<file path="config.mk">
export PLATFORM = sky130hd
export DESIGN_NAME = mix_columns_pipe
export DESIGN_NICKNAME = d
export VERILOG_FILES = /design/src/rtl/aes_pkg.sv /design/src/rtl/gf_xtime_chain.sv /design/src/rtl/mix_columns_pipe.sv
export SDC_FILE = /design/constraint.sdc
export NUM_CORES = 1
export LEC_CHECK = 0
export CORE_MARGIN = 4
export CORE_UTILIZATION = 30
export DETAILED_ROUTE_END_ITERATION = 7
export GPL_TIMING_DRIVEN = 0
export HOLD_SLACK_MARGIN = 0.02
export SLEW_MARGIN = 0
export SYNTH_ARGS = -nofsm -noshare
export SYNTH_HDL_FRONTEND = slang
export SYNTH_HIERARCHICAL = 1
export SYNTH_SLANG_ARGS = --single-unit
</file>
<file path="constraint.sdc">
create_clock -name clk -period 55.5 [get_ports clk]
set_clock_uncertainty 0.15 [all_clocks]
set_input_delay 5.55 -clock clk [delete_from_list [all_inputs] [get_ports clk]]
set_output_delay 5.55 -clock clk [all_outputs]
set_load 0.03 [all_outputs]
</file>
<file path="src/rtl/aes_pkg.sv">
// ---------------------------------------------------------------------------
// aes_pkg
// Shared constants and helpers for the AES column datapath.
//   AES_POLY_RED  : low byte of the GF(2^8) reduction polynomial x^8+x^4+x^3+x+1
//   COEF_*        : MixColumns / InvMixColumns matrix coefficients
//   BYTE_W/ROWS/COL_W : byte, rows-per-column and column widths
//   byte_idx()    : flat byte index of (column, row) in a packed beat
//   xtime()       : multiply-by-x in GF(2^8)
// ---------------------------------------------------------------------------
package aes_pkg;

    localparam logic [7:0] AES_POLY_RED = 8'h1B;

    localparam logic [7:0] COEF_2  = 8'h02;
    localparam logic [7:0] COEF_3  = 8'h03;
    localparam logic [7:0] COEF_9  = 8'h09;
    localparam logic [7:0] COEF_11 = 8'h0B;
    localparam logic [7:0] COEF_13 = 8'h0D;
    localparam logic [7:0] COEF_14 = 8'h0E;

    localparam int BYTE_W = 8;
    localparam int ROWS   = 4;
    localparam int COL_W  = BYTE_W * ROWS;

    typedef logic [BYTE_W-1:0] gf_byte_t;

    // Row 0 sits in the most significant byte of its column, so row r of
    // column c lands at flat byte c*4 + (3 - r).
    function automatic int byte_idx(input int col, input int row);
        return col * ROWS + (ROWS - 1 - row);
    endfunction

    function automatic gf_byte_t xtime(input gf_byte_t b);
        return {b[6:0], 1'b0} ^ (b[7] ? AES_POLY_RED : 8'h00);
    endfunction

endpackage

</file>
<file path="src/rtl/gf_xtime_chain.sv">
// ---------------------------------------------------------------------------
// gf_xtime_chain
// Builds the power-of-two multiples of one byte in GF(2^8); every other
// MixColumns coefficient is an XOR of these and the byte itself.
//   a  : input byte
//   x2 : 2*a
//   x4 : 4*a
//   x8 : 8*a
// ---------------------------------------------------------------------------
module gf_xtime_chain
    import aes_pkg::*;
(
    input  logic [7:0] a,
    output logic [7:0] x2,
    output logic [7:0] x4,
    output logic [7:0] x8
);

    assign x2 = xtime(a);
    assign x4 = xtime(x2);
    assign x8 = xtime(x4);

endmodule

</file>
<file path="src/rtl/mix_columns_pipe.sv">
// ---------------------------------------------------------------------------
// mix_columns_pipe
// Pipelined AES MixColumns / InvMixColumns over NCOL columns per beat with a
// valid/ready handshake on both sides. Latency is PIPE cycles, throughput one
// beat per cycle, and back-pressure stalls the whole chain without bubbles.
//
// Parameters
//   NCOL : columns per beat (1..4)
//   PIPE : register stages (1..3), equal to the latency in cycles
//
// Ports
//   clk       : rising-edge clock
//   rst       : asynchronous active-high reset
//   in_valid  : beat present on in_data
//   in_ready  : beat is accepted this cycle
//   in_inv    : 1 = InvMixColumns, 0 = MixColumns
//   in_data   : columns, column c at [32c+31:32c], row 0 in the top byte
//   out_valid : result beat present
//   out_ready : downstream takes the result
//   out_data  : transformed columns, same packing
//
// Build option
//   MIXCOL_FWD_EN : when defined, forward and inverse are both built and
//                   in_inv selects per beat. When undefined the engine is
//                   inverse-only, in_inv is ignored and no mode register or
//                   forward combine logic exists.
//
// Stage split
//   PIPE=1 : one register after the full combine
//   PIPE=2 : stage 1 holds {a, 2a, 4a, 8a} per byte (+ mode), stage 2 the result
//   PIPE=3 : as PIPE=2 plus an output register
// ---------------------------------------------------------------------------
module mix_columns_pipe
    import aes_pkg::*;
#(
    parameter int NCOL = 4,
    parameter int PIPE = 2
) (
    input  logic                  clk,
    input  logic                  rst,
    input  logic                  in_valid,
    output logic                  in_ready,
    input  logic                  in_inv,
    input  logic [COL_W*NCOL-1:0] in_data,
    output logic                  out_valid,
    input  logic                  out_ready,
    output logic [COL_W*NCOL-1:0] out_data
);

    localparam int NB = ROWS * NCOL;     // bytes per beat
    localparam int W  = COL_W * NCOL;    // beat width

    // ------------------------------------------------------------------
    // Combine functions: operate on flat byte vectors holding a, 2a, 4a, 8a
    // ------------------------------------------------------------------
    function automatic gf_byte_t byte_at(input logic [NB*BYTE_W-1:0] v, input int idx);
        return v[idx*BYTE_W +: BYTE_W];
    endfunction

    // r_i = 14*a_i ^ 11*a_(i+1) ^ 13*a_(i+2) ^ 9*a_(i+3)
    function automatic logic [W-1:0] inv_mix(
        input logic [NB*BYTE_W-1:0] a,
        input logic [NB*BYTE_W-1:0] x2,
        input logic [NB*BYTE_W-1:0] x4,
        input logic [NB*BYTE_W-1:0] x8
    );
        logic [W-1:0] r;
        int p0, p1, p2, p3;
        r = '0;
        for (int c = 0; c < NCOL; c++) begin
            for (int i = 0; i < ROWS; i++) begin
                p0 = byte_idx(c, i);
                p1 = byte_idx(c, (i + 1) % ROWS);
                p2 = byte_idx(c, (i + 2) % ROWS);
                p3 = byte_idx(c, (i + 3) % ROWS);
                r[p0*BYTE_W +: BYTE_W] =
                      (byte_at(x8, p0) ^ byte_at(x4, p0) ^ byte_at(x2, p0))
                    ^ (byte_at(x8, p1) ^ byte_at(x2, p1) ^ byte_at(a, p1))
                    ^ (byte_at(x8, p2) ^ byte_at(x4, p2) ^ byte_at(a, p2))
                    ^ (byte_at(x8, p3) ^ byte_at(a, p3));
            end
        end
        return r;
    endfunction

`ifdef MIXCOL_FWD_EN
    // r_i = 2*a_i ^ 3*a_(i+1) ^ a_(i+2) ^ a_(i+3)
    function automatic logic [W-1:0] fwd_mix(
        input logic [NB*BYTE_W-1:0] a,
        input logic [NB*BYTE_W-1:0] x2
    );
        logic [W-1:0] r;
        int p0, p1, p2, p3;
        r = '0;
        for (int c = 0; c < NCOL; c++) begin
            for (int i = 0; i < ROWS; i++) begin
                p0 = byte_idx(c, i);
                p1 = byte_idx(c, (i + 1) % ROWS);
                p2 = byte_idx(c, (i + 2) % ROWS);
                p3 = byte_idx(c, (i + 3) % ROWS);
                r[p0*BYTE_W +: BYTE_W] =
                      byte_at(x2, p0)
                    ^ (byte_at(x2, p1) ^ byte_at(a, p1))
                    ^ byte_at(a, p2)
                    ^ byte_at(a, p3);
            end
        end
        return r;
    endfunction
`endif

    // ------------------------------------------------------------------
    // Handshake chain
    //   go[k] : stage k hands its beat on this cycle
    //   ld[k] : stage k captures a new beat this cycle
    // in_ready is combinational from out_ready through the chain so a full
    // pipeline still accepts while it drains.
    // ------------------------------------------------------------------
    logic [PIPE-1:0] vld;
    logic [PIPE-1:0] go;
    logic [PIPE-1:0] ld;

    always_comb begin
        logic nxt;
        go  = '0;
        nxt = vld[PIPE-1] & out_ready;
        go[PIPE-1] = nxt;
        for (int k = PIPE - 2; k >= 0; k--) begin
            nxt   = vld[k] & (~vld[k+1] | nxt);
            go[k] = nxt;
        end
    end

    assign in_ready = ~vld[0] | go[0];

    always_comb begin
        ld    = '0;
        ld[0] = in_valid & in_ready;
        for (int k = 1; k < PIPE; k++) begin
            ld[k] = go[k-1];
        end
    end

    always_ff @(posedge clk or posedge rst) begin
        if (rst) begin
            vld <= '0;
        end else begin
            vld <= ld | (vld & ~go);
        end
    end

    // ------------------------------------------------------------------
    // xtime chains on the incoming beat
    // ------------------------------------------------------------------
    logic [NB*BYTE_W-1:0] x2_c;
    logic [NB*BYTE_W-1:0] x4_c;
    logic [NB*BYTE_W-1:0] x8_c;

    for (genvar gi = 0; gi < NB; gi++) begin : g_xt
        gf_xtime_chain u_xt (
            .a  (in_data[gi*BYTE_W +: BYTE_W]),
            .x2 (x2_c[gi*BYTE_W +: BYTE_W]),
            .x4 (x4_c[gi*BYTE_W +: BYTE_W]),
            .x8 (x8_c[gi*BYTE_W +: BYTE_W])
        );
    end

    // Operands feeding the combine: live inputs for PIPE=1, stage-1
    // registers otherwise.
    logic [NB*BYTE_W-1:0] s_a;
    logic [NB*BYTE_W-1:0] s_x2;
    logic [NB*BYTE_W-1:0] s_x4;
    logic [NB*BYTE_W-1:0] s_x8;
    logic [W-1:0]         res_c;
    logic [W-1:0]         data_q;

`ifdef MIXCOL_FWD_EN
    logic s_inv;
    assign res_c = s_inv ? inv_mix(s_a, s_x2, s_x4, s_x8) : fwd_mix(s_a, s_x2);
`else
    // Inverse-only: the mode pin has no effect.
    logic unused_inv;
    assign unused_inv = in_inv;
    assign res_c      = inv_mix(s_a, s_x2, s_x4, s_x8);
`endif

    if (PIPE == 1) begin : g_pipe1
        assign s_a  = in_data;
        assign s_x2 = x2_c;
        assign s_x4 = x4_c;
        assign s_x8 = x8_c;
`ifdef MIXCOL_FWD_EN
        assign s_inv = in_inv;
`endif

        always_ff @(posedge clk or posedge rst) begin
            if (rst) begin
                data_q <= '0;
            end else if (ld[0]) begin
                data_q <= res_c;
            end
        end
    end else begin : g_pipe_n
        logic [W-1:0] mid_q;

        always_ff @(posedge clk or posedge rst) begin
            if (rst) begin
                s_a  <= '0;
                s_x2 <= '0;
                s_x4 <= '0;
                s_x8 <= '0;
            end else if (ld[0]) begin
                s_a  <= in_data;
                s_x2 <= x2_c;
                s_x4 <= x4_c;
                s_x8 <= x8_c;
            end
        end

`ifdef MIXCOL_FWD_EN
        always_ff @(posedge clk or posedge rst) begin
            if (rst) begin
                s_inv <= 1'b0;
            end else if (ld[0]) begin
                s_inv <= in_inv;
            end
        end
`endif

        always_ff @(posedge clk or posedge rst) begin
            if (rst) begin
                mid_q <= '0;
            end else if (ld[1]) begin
                mid_q <= res_c;
            end
        end

        if (PIPE == 3) begin : g_out_reg
            always_ff @(posedge clk or posedge rst) begin
                if (rst) begin
                    data_q <= '0;
                end else if (ld[2]) begin
                    data_q <= mid_q;
                end
            end
        end else begin : g_no_out_reg
            assign data_q = mid_q;
        end
    end

    assign out_valid = vld[PIPE-1];
    assign out_data  = data_q;

endmodule
</file>
==> impl_metrics.csv <==
group,metric,value,unit
status,status,"complete, no violations",
global_route,grt_pass1_wl,150000,µm
pwr,leakagePower,19.1,nW
final_layout,drive_gt1_share,32.4,%
route,drc,0,
setup_path,critPathLaunch,"out_ready",
synthesis,synth_xor_area_share,27.7,%
timing,slew_viol_final,0,
clocking,cts.sinks,642,
setup_path,cp_common_cell,"clkdlybuf4s50_1",
job,maxCapViolations,0,
placed_design,gp_congestion,0.796,
pwr,ir_drop,0.0000363,V
setup_path,arrival,6840,ps
setup_path,cp_cell_sequence,"clkdlybuf4s50_1 -> nand3b_1 -> clkdlybuf4s50_1",
synthesis,synth_compound_area_share,1.62,%
setup_path,r2r-end,"out_data[39]$_DFFE_PP0P_",
clocking,cts_max_path_buffers,3,
route,drt_pre_antenna_iters,4,
route,ant_nets,0,
timing,maxSlewHeadroom,24.3,%
worst_hold_path,hold-path-cell-count,2,
timing,min_period,12540,ps
timing,worstMarginPinSlew,1140,ps
pwr,p_int,1.47,mW
route,drtIter0Drc,1094,
setup_path,critPathLaunchType,"primary input",
pwr,seqPwrFrac,29.9,%
pwr,powerDensity,51.9,nW/µm²
clocking,path_clk_slew,50,ps
worst_hold_path,min_path_type,"register to register",
pwr,p_clk_share,24.8,%
final_layout,syn2layout_area_growth,21.1,%
synthesis,synthMuxAreaShare,16.6,%
route,viasPerCell,4.45,
clocking,hold_buffers,0,
global_route,grt_max_degree,115,
synthesis,synth_warnings,6,
setup_path,slowest_delay,690,ps
synthesis,synth_top_family_by_area,"XOR/XNOR gates",
synthesis,synth_cells,2515,
synthesis,syn_area,35600,µm²
final_layout,fin_area,43000,µm²
global_route,grt-ovfl-total,0,
floorplanning,dieArea,124000,µm²
floorplanning,die_h,352,µm
floorplanning,die_x,352,µm
setup_path,cp-end-kind,"output pin",
timing,hold_viol,0,
global_route,grt_pass1_vias,21300,
floorplanning,num_rows,126,
clocking,clockRootBuffer,"clkbuf_16",
placed_design,place_inst,4318,
timing,period_share,22.6,%
synthesis,yosys.area_share.simple,1.32,%
floorplanning,core-area,118000,µm²
floorplanning,top_level_ports,263,
clocking,post_cts_buffers,0,
synthesis,ys_seq_area_share,45.2,%
final_layout,final_cell_mix,"dfrtp_1 (642), mux2_2 (468), xnor2_1 (342), buf_4 (288), clkdlybuf4s50_1 (261)",
setup_path,crit_type,"primary input to output pin",
timing,setup_violations,0,
final_layout,final_cells,4463,
placed_design,portBuffers,261,
worst_hold_path,hold_end,"out_data[51]$_DFFE_PP0P_",
placed_design,dpl.hpwl,73200,µm
final_layout,layout_commonest_cell,"dfrtp_1",
setup_path,required,49800,ps
route,via_count,19900,
route,drt-total-wl,102000,µm
timing,fin_tns_setup,0,ps
synthesis,syn-num-nets,2648,
worst_hold_path,hold_start,"out_data[51]$_DFFE_PP0P_",
setup_path,cp_slowest_cell,"clkdlybuf4s50_1",
setup_path,rr_worst_depth,7,
synthesis,ys_types,22,
timing,rsz0062_at_grt,"false",
timing,max_freq,0.0797,GHz
clocking,htreeDepth,3,
setup_path,path_buf_inv,2,
floorplanning,start_util,30.1,%
clocking,ctsResizeCount,0,
global_route,gr-usage-all-layers,16.4,%
setup_path,cp_max_fo,3,
final_layout,nets,2998,
pwr,switching_power,764,µW
synthesis,synth-seq-cells,642,
setup_path,path_delay_family,"buffers and inverters",
pwr,p_sw_share,34.2,%
clocking,cts_tree,"built",
clocking,clk_latency,650,ps
synthesis,synth.avg_cell_area,14.1,µm²
clocking,numCtsBuffers,81,
placed_design,place_area,40300,µm²
setup_path,r2r_slack,52350,ps
synthesis,synthAdderAreaFrac,0,%
pwr,comb_power_share,45.3,%
setup_path,r2r_start,"vld[1]$_DFF_PP0_",
global_route,grt_antenna_before_repair,12,
route,avgRoutedWirePerCell,23.0,µm
-- area by class of cell --
cell class	instances	area, µm²
antenna	4	10.0
buffer	355	2670
clock buffer	118	2370
clock inverter	23	405
fill	11400	74900
inverter	1	11.3
multi-input combinational	1517	16800
sequential	642	16100
tap	1536	1920
timing repair buffer	267	2780
-- worst max path at each step --
stage,slack [ps],cells past startpoint,endpoint
final,42960,3,in_ready
after global routing,42930,3,in_ready
after CTS,42950,3,in_ready
after detailed placement,42960,3,in_ready
after global placement,22470,2,out_data[71]$_DFFE_PP0P_
after floorplan,31810,1,out_data[0]$_DFFE_PP0P_
-- synthesized netlist by cell type --
cell type / instances / area, µm²
xnor2_2: 3 / 48.8
xnor3_1: 161 / 3630
nand3b_1: 1 / 7.51
inv_1: 1 / 3.75
buf_1: 5 / 18.8
xnor2_1: 342 / 3000
o21ai_0: 94 / 470
o21ai_1: 21 / 105
clkbuf_1: 17 / 63.8
dfrtp_1: 642 / 16100
nand2_1: 116 / 435
buf_2: 13 / 65.1
nand2b_1: 3 / 18.8
mux2_2: 468 / 5270
xor2_1: 183 / 1600
and2_1: 1 / 6.26
buf_4: 288 / 2160
buf_6: 32 / 360
xor2_2: 1 / 16.3
xor3_1: 55 / 1310
xnor3_2: 11 / 262
mux2_1: 57 / 642
-- metrics by stage --
| stage | utilization, % | hold slack, ps | power (mW) | setup WS [ps] |
|---|---|---|---|---|
| after global routing | 36.5 | 355 | 2.35 | 42930 |
| final | 36.5 | 328 | 2.23 | 42960 |
| after CTS | 36.5 | 334 | 2.27 | 42950 |
| after global placement | 34.0 | 315 | 1.69 | 22470 |
| after floorplan | - | 307 | 1.39 | 31810 |
| after detailed placement | 34.1 | 320 | 1.70 | 42960 |
-- routing by layer --
metal / routed length [µm] / up-vias / track usage (%) / part of all wire [%]
met5: 26 / - / 0 / 0.025
met4: 1360 / 4 / 3.28 / 1.3
met3: 6420 / 91 / 4.02 / 6.3
met2: 47500 / 429 / 26.5 / 46
met1: 47200 / 10400 / 22.6 / 46
li1: - / 8964 / - / -
-- registers in the layout, indices dropped and copies added, names as in the netlist --
name and cells:
s_x8 128, vld 2, out_data 128, s_x2 128, s_a 128, s_x4 128
-- worst reg2reg max path, delay by kind of cell (launching register included) --
family / cells / cell delay [ps]
AOI/OAI and AO/OA: 1 / 110
buffers and inverters: 3 / 1750
DFF: 1 / 380
and+or+nand+nor: 3 / 680
-- cell families after synthesis --
kind of cell / after synthesis
xor gates and xnor gates: 756
DFF: 642
muxes: 525
buffers and inverters: 356
and+or+nand+nor: 121
AOI/OAI and AO/OA: 115
-- power groups by stage --
stage,logic [mW],clock network [mW],registers (mW)
2_1_floorplan,0.646,0,0.747
3_3_place_gp,1.02,0,0.675
3_5_place_dp,1.02,0,0.676
4_1_cts,1.03,0.569,0.669
5_1_grt,1.08,0.589,0.683
6_report,1.01,0.554,0.668
Note: power is estimated with default switching activity, not from simulation.
==> RTL change, RTL diff (same flow settings) <==
The parameter `PIPE` goes from 2 to 1. Comments in the files are not updated.
--- a/src/rtl/mix_columns_pipe.sv
+++ b/src/rtl/mix_columns_pipe.sv
@@ -35,5 +35,5 @@
 #(
     parameter int NCOL = 4,
-    parameter int PIPE = 2
+    parameter int PIPE = 1
 ) (
     input  logic                  clk,
Formal check against the unedited RTL: not equivalent (a bounded check fails within 4 cycles, from zero or initial values and one cycle with rst high).
==> RTL change against the unedited design <==
  * Sequential power fell by 75%
  * Critical path type unchanged
  * Cell area fell by 52%
  * Clock power fell by 80%
  * First-iteration DRC count decreased by 68%
  * Sequential cell count shrank 513
  * Global-route usage up 0.052 points
  * Largest power group unchanged
  * Wire length is 52% lower
  * Critical endpoint unchanged
  * Final cell count is 44% lower
  * Power is 62% lower
  * Register-to-register slack improved by 810 ps
  * Area after synthesis shrank 53%
  * Worst setup slack worse by 3.5 ps
==> RTL change: results (changes against the unedited design) <==
- Run status: finished, final reports clean (unchanged).
- List of most frequent post-synthesis cells: 394 x sky130_fd_sc_hd__xnor2_1, 241 x sky130_fd_sc_hd__buf_4, 175 x sky130_fd_sc_hd__xor2_1 (was 642 x sky130_fd_sc_hd__dfrtp_1, 468 x sky130_fd_sc_hd__mux2_2, 342 x sky130_fd_sc_hd__xnor2_1).
- The total global routing track utilization was 0.165 (was 0.164).
- The number of nets in the final layout is 1872 (was 2998).
- The net count of the mapped netlist is 1591 (was 2648).
- The number of buffers inserted during clock tree synthesis is 17 (was 81).
- The first-iteration detailed-routing DRC count is 346 (was 1094).
- The ratio of cells with drive above 1 in the final layout came to 0.194 (was 0.324).
- The maximum resistive drop on vdd is 0.0229 mV (was 0.0363 mV).
- The pre-CTS setup slack was 42970 ps (was 42960 ps).
- The area fraction in compound gates after synthesis is 0.0330 (was 0.0162).
- The wire length after detailed routing came to 49000 um (was 102000 um).
- The half-perimeter wire length after detailed placement is 38400 um (was 73200 um).
- Top cells by area in the synthesized netlist: sky130_fd_sc_hd__xnor3_1 22%, sky130_fd_sc_hd__xnor2_1 21%, sky130_fd_sc_hd__dfrtp_1 19%, sky130_fd_sc_hd__buf_4 11%, sky130_fd_sc_hd__xor2_1 9.2% (was sky130_fd_sc_hd__dfrtp_1 45%, sky130_fd_sc_hd__mux2_2 15%, sky130_fd_sc_hd__xnor3_1 10%, sky130_fd_sc_hd__xnor2_1 8.4%, sky130_fd_sc_hd__buf_4 6.1%).
- The global-route wire length before repair was 72600 um (was 150000 um).
- The logic gate share of total power is 0.674 (was 0.453).
- The clock latency on the worst-skew pair is 470 ps (was 650 ps).
- The fraction of the yosys area taken by sequential cells is 0.194 (was 0.452).
- The parity-gate share of the synthesized area counting xor and xnor cells came to 0.599 (was 0.277).
- The count of distinct cell types in the synthesized netlist is 18 (was 22).
- The number of buffers on the longest clock path is 2 (was 3).
- The static leakage power is 9.68 nW (was 19.1 nW).
- The actual transition at the worst max-transition pin is 816 ps (was 1140 ps).
- The portion of netlist area occupied by mux cells is 0.0122 (was 0.166).
- The vias after detailed routing was 10500 (was 19900).
- The instance area at placement is 20300 um2 (was 40300 um2).
- The switching portion of total power was 0.415 (was 0.342).
- The number of antenna violations at the first check in global routing is 3 (was 12).
- The global placer's final weighted congestion is 0.870 (was 0.796).
- The number of levels the H-tree was split into was 4 (was 3).
## RTL change: cell count changes after synthesis, sizes merged, moves of 2 or more
cell,delta
xor3,-2
xnor2,+52
xor2,-8
mux2,-507
o21ai,-5
nand2,-5
xnor3,-9
buf,-56
dfrtp,-513
## RTL change: critical path: stages
cell                              delay, ps
sky130_fd_sc_hd__clkdlybuf4s50_1        470
sky130_fd_sc_hd__nand2b_1               140
sky130_fd_sc_hd__clkdlybuf4s50_1        680
## RTL change: stage by stage
stage          cells  total power, mW  utilization
3_5_place_dp    2468            0.750        0.368
6_report        2501            0.852        0.377
5_1_grt         2501            0.901        0.377
2_1_floorplan   1458            0.564            -
4_1_cts         2500            0.867        0.377
3_3_place_gp    2467            0.746        0.367
## RTL change: final cells by class
type                       count  area share
clock buffer                  19      0.0218
timing repair buffer         262       0.127
tap                          748      0.0450
sequential                   129       0.155
buffer                       298       0.109
antenna                        1    0.000120
clock inverter                13     0.00427
multi-input combinational   1030       0.537
inverter                       1    0.000421
## RTL change: cell families after synthesis
| kind of cell | Yosys count |
|---|---|
| xor+xnor | 789 |
| buf+inv | 299 |
| flops | 129 |
| simple gates | 113 |
| compound gates | 110 |
| mux | 18 |
## RTL change: final timing paths
check                       startpoint            to  slack, ps  cells after the start
min                        out_data[0]   out_data[0]        330                      2
min reg2reg                out_data[0]   out_data[0]        330                      2
max reg2reg                  out_valid  out_data[92]      53160                      6
max in group asynchronous          rst  out_data[34]      48970                      3
min in group asynchronous          rst  out_data[80]       5390                      2
max                          out_ready      in_ready      42960                      3
## RTL change: power groups by stage
| stage | combinational [mW] | sequential (mW) | clock (mW) |
|---|---|---|---|
| 2_1_floorplan | 0.313 | 0.252 | 0 |
| 5_1_grt | 0.610 | 0.174 | 0.118 |
| 3_3_place_gp | 0.577 | 0.169 | 0 |
| 4_1_cts | 0.583 | 0.169 | 0.115 |
| 6_report | 0.574 | 0.168 | 0.109 |
| 3_5_place_dp | 0.580 | 0.170 | 0 |
## RTL change: metal layers
metal,share of wire,global-route usage
met1,0.43,0.200
met2,0.49,0.284
met3,0.045,0.0404
met4,0.034,0.0616
met5,0.00016,0
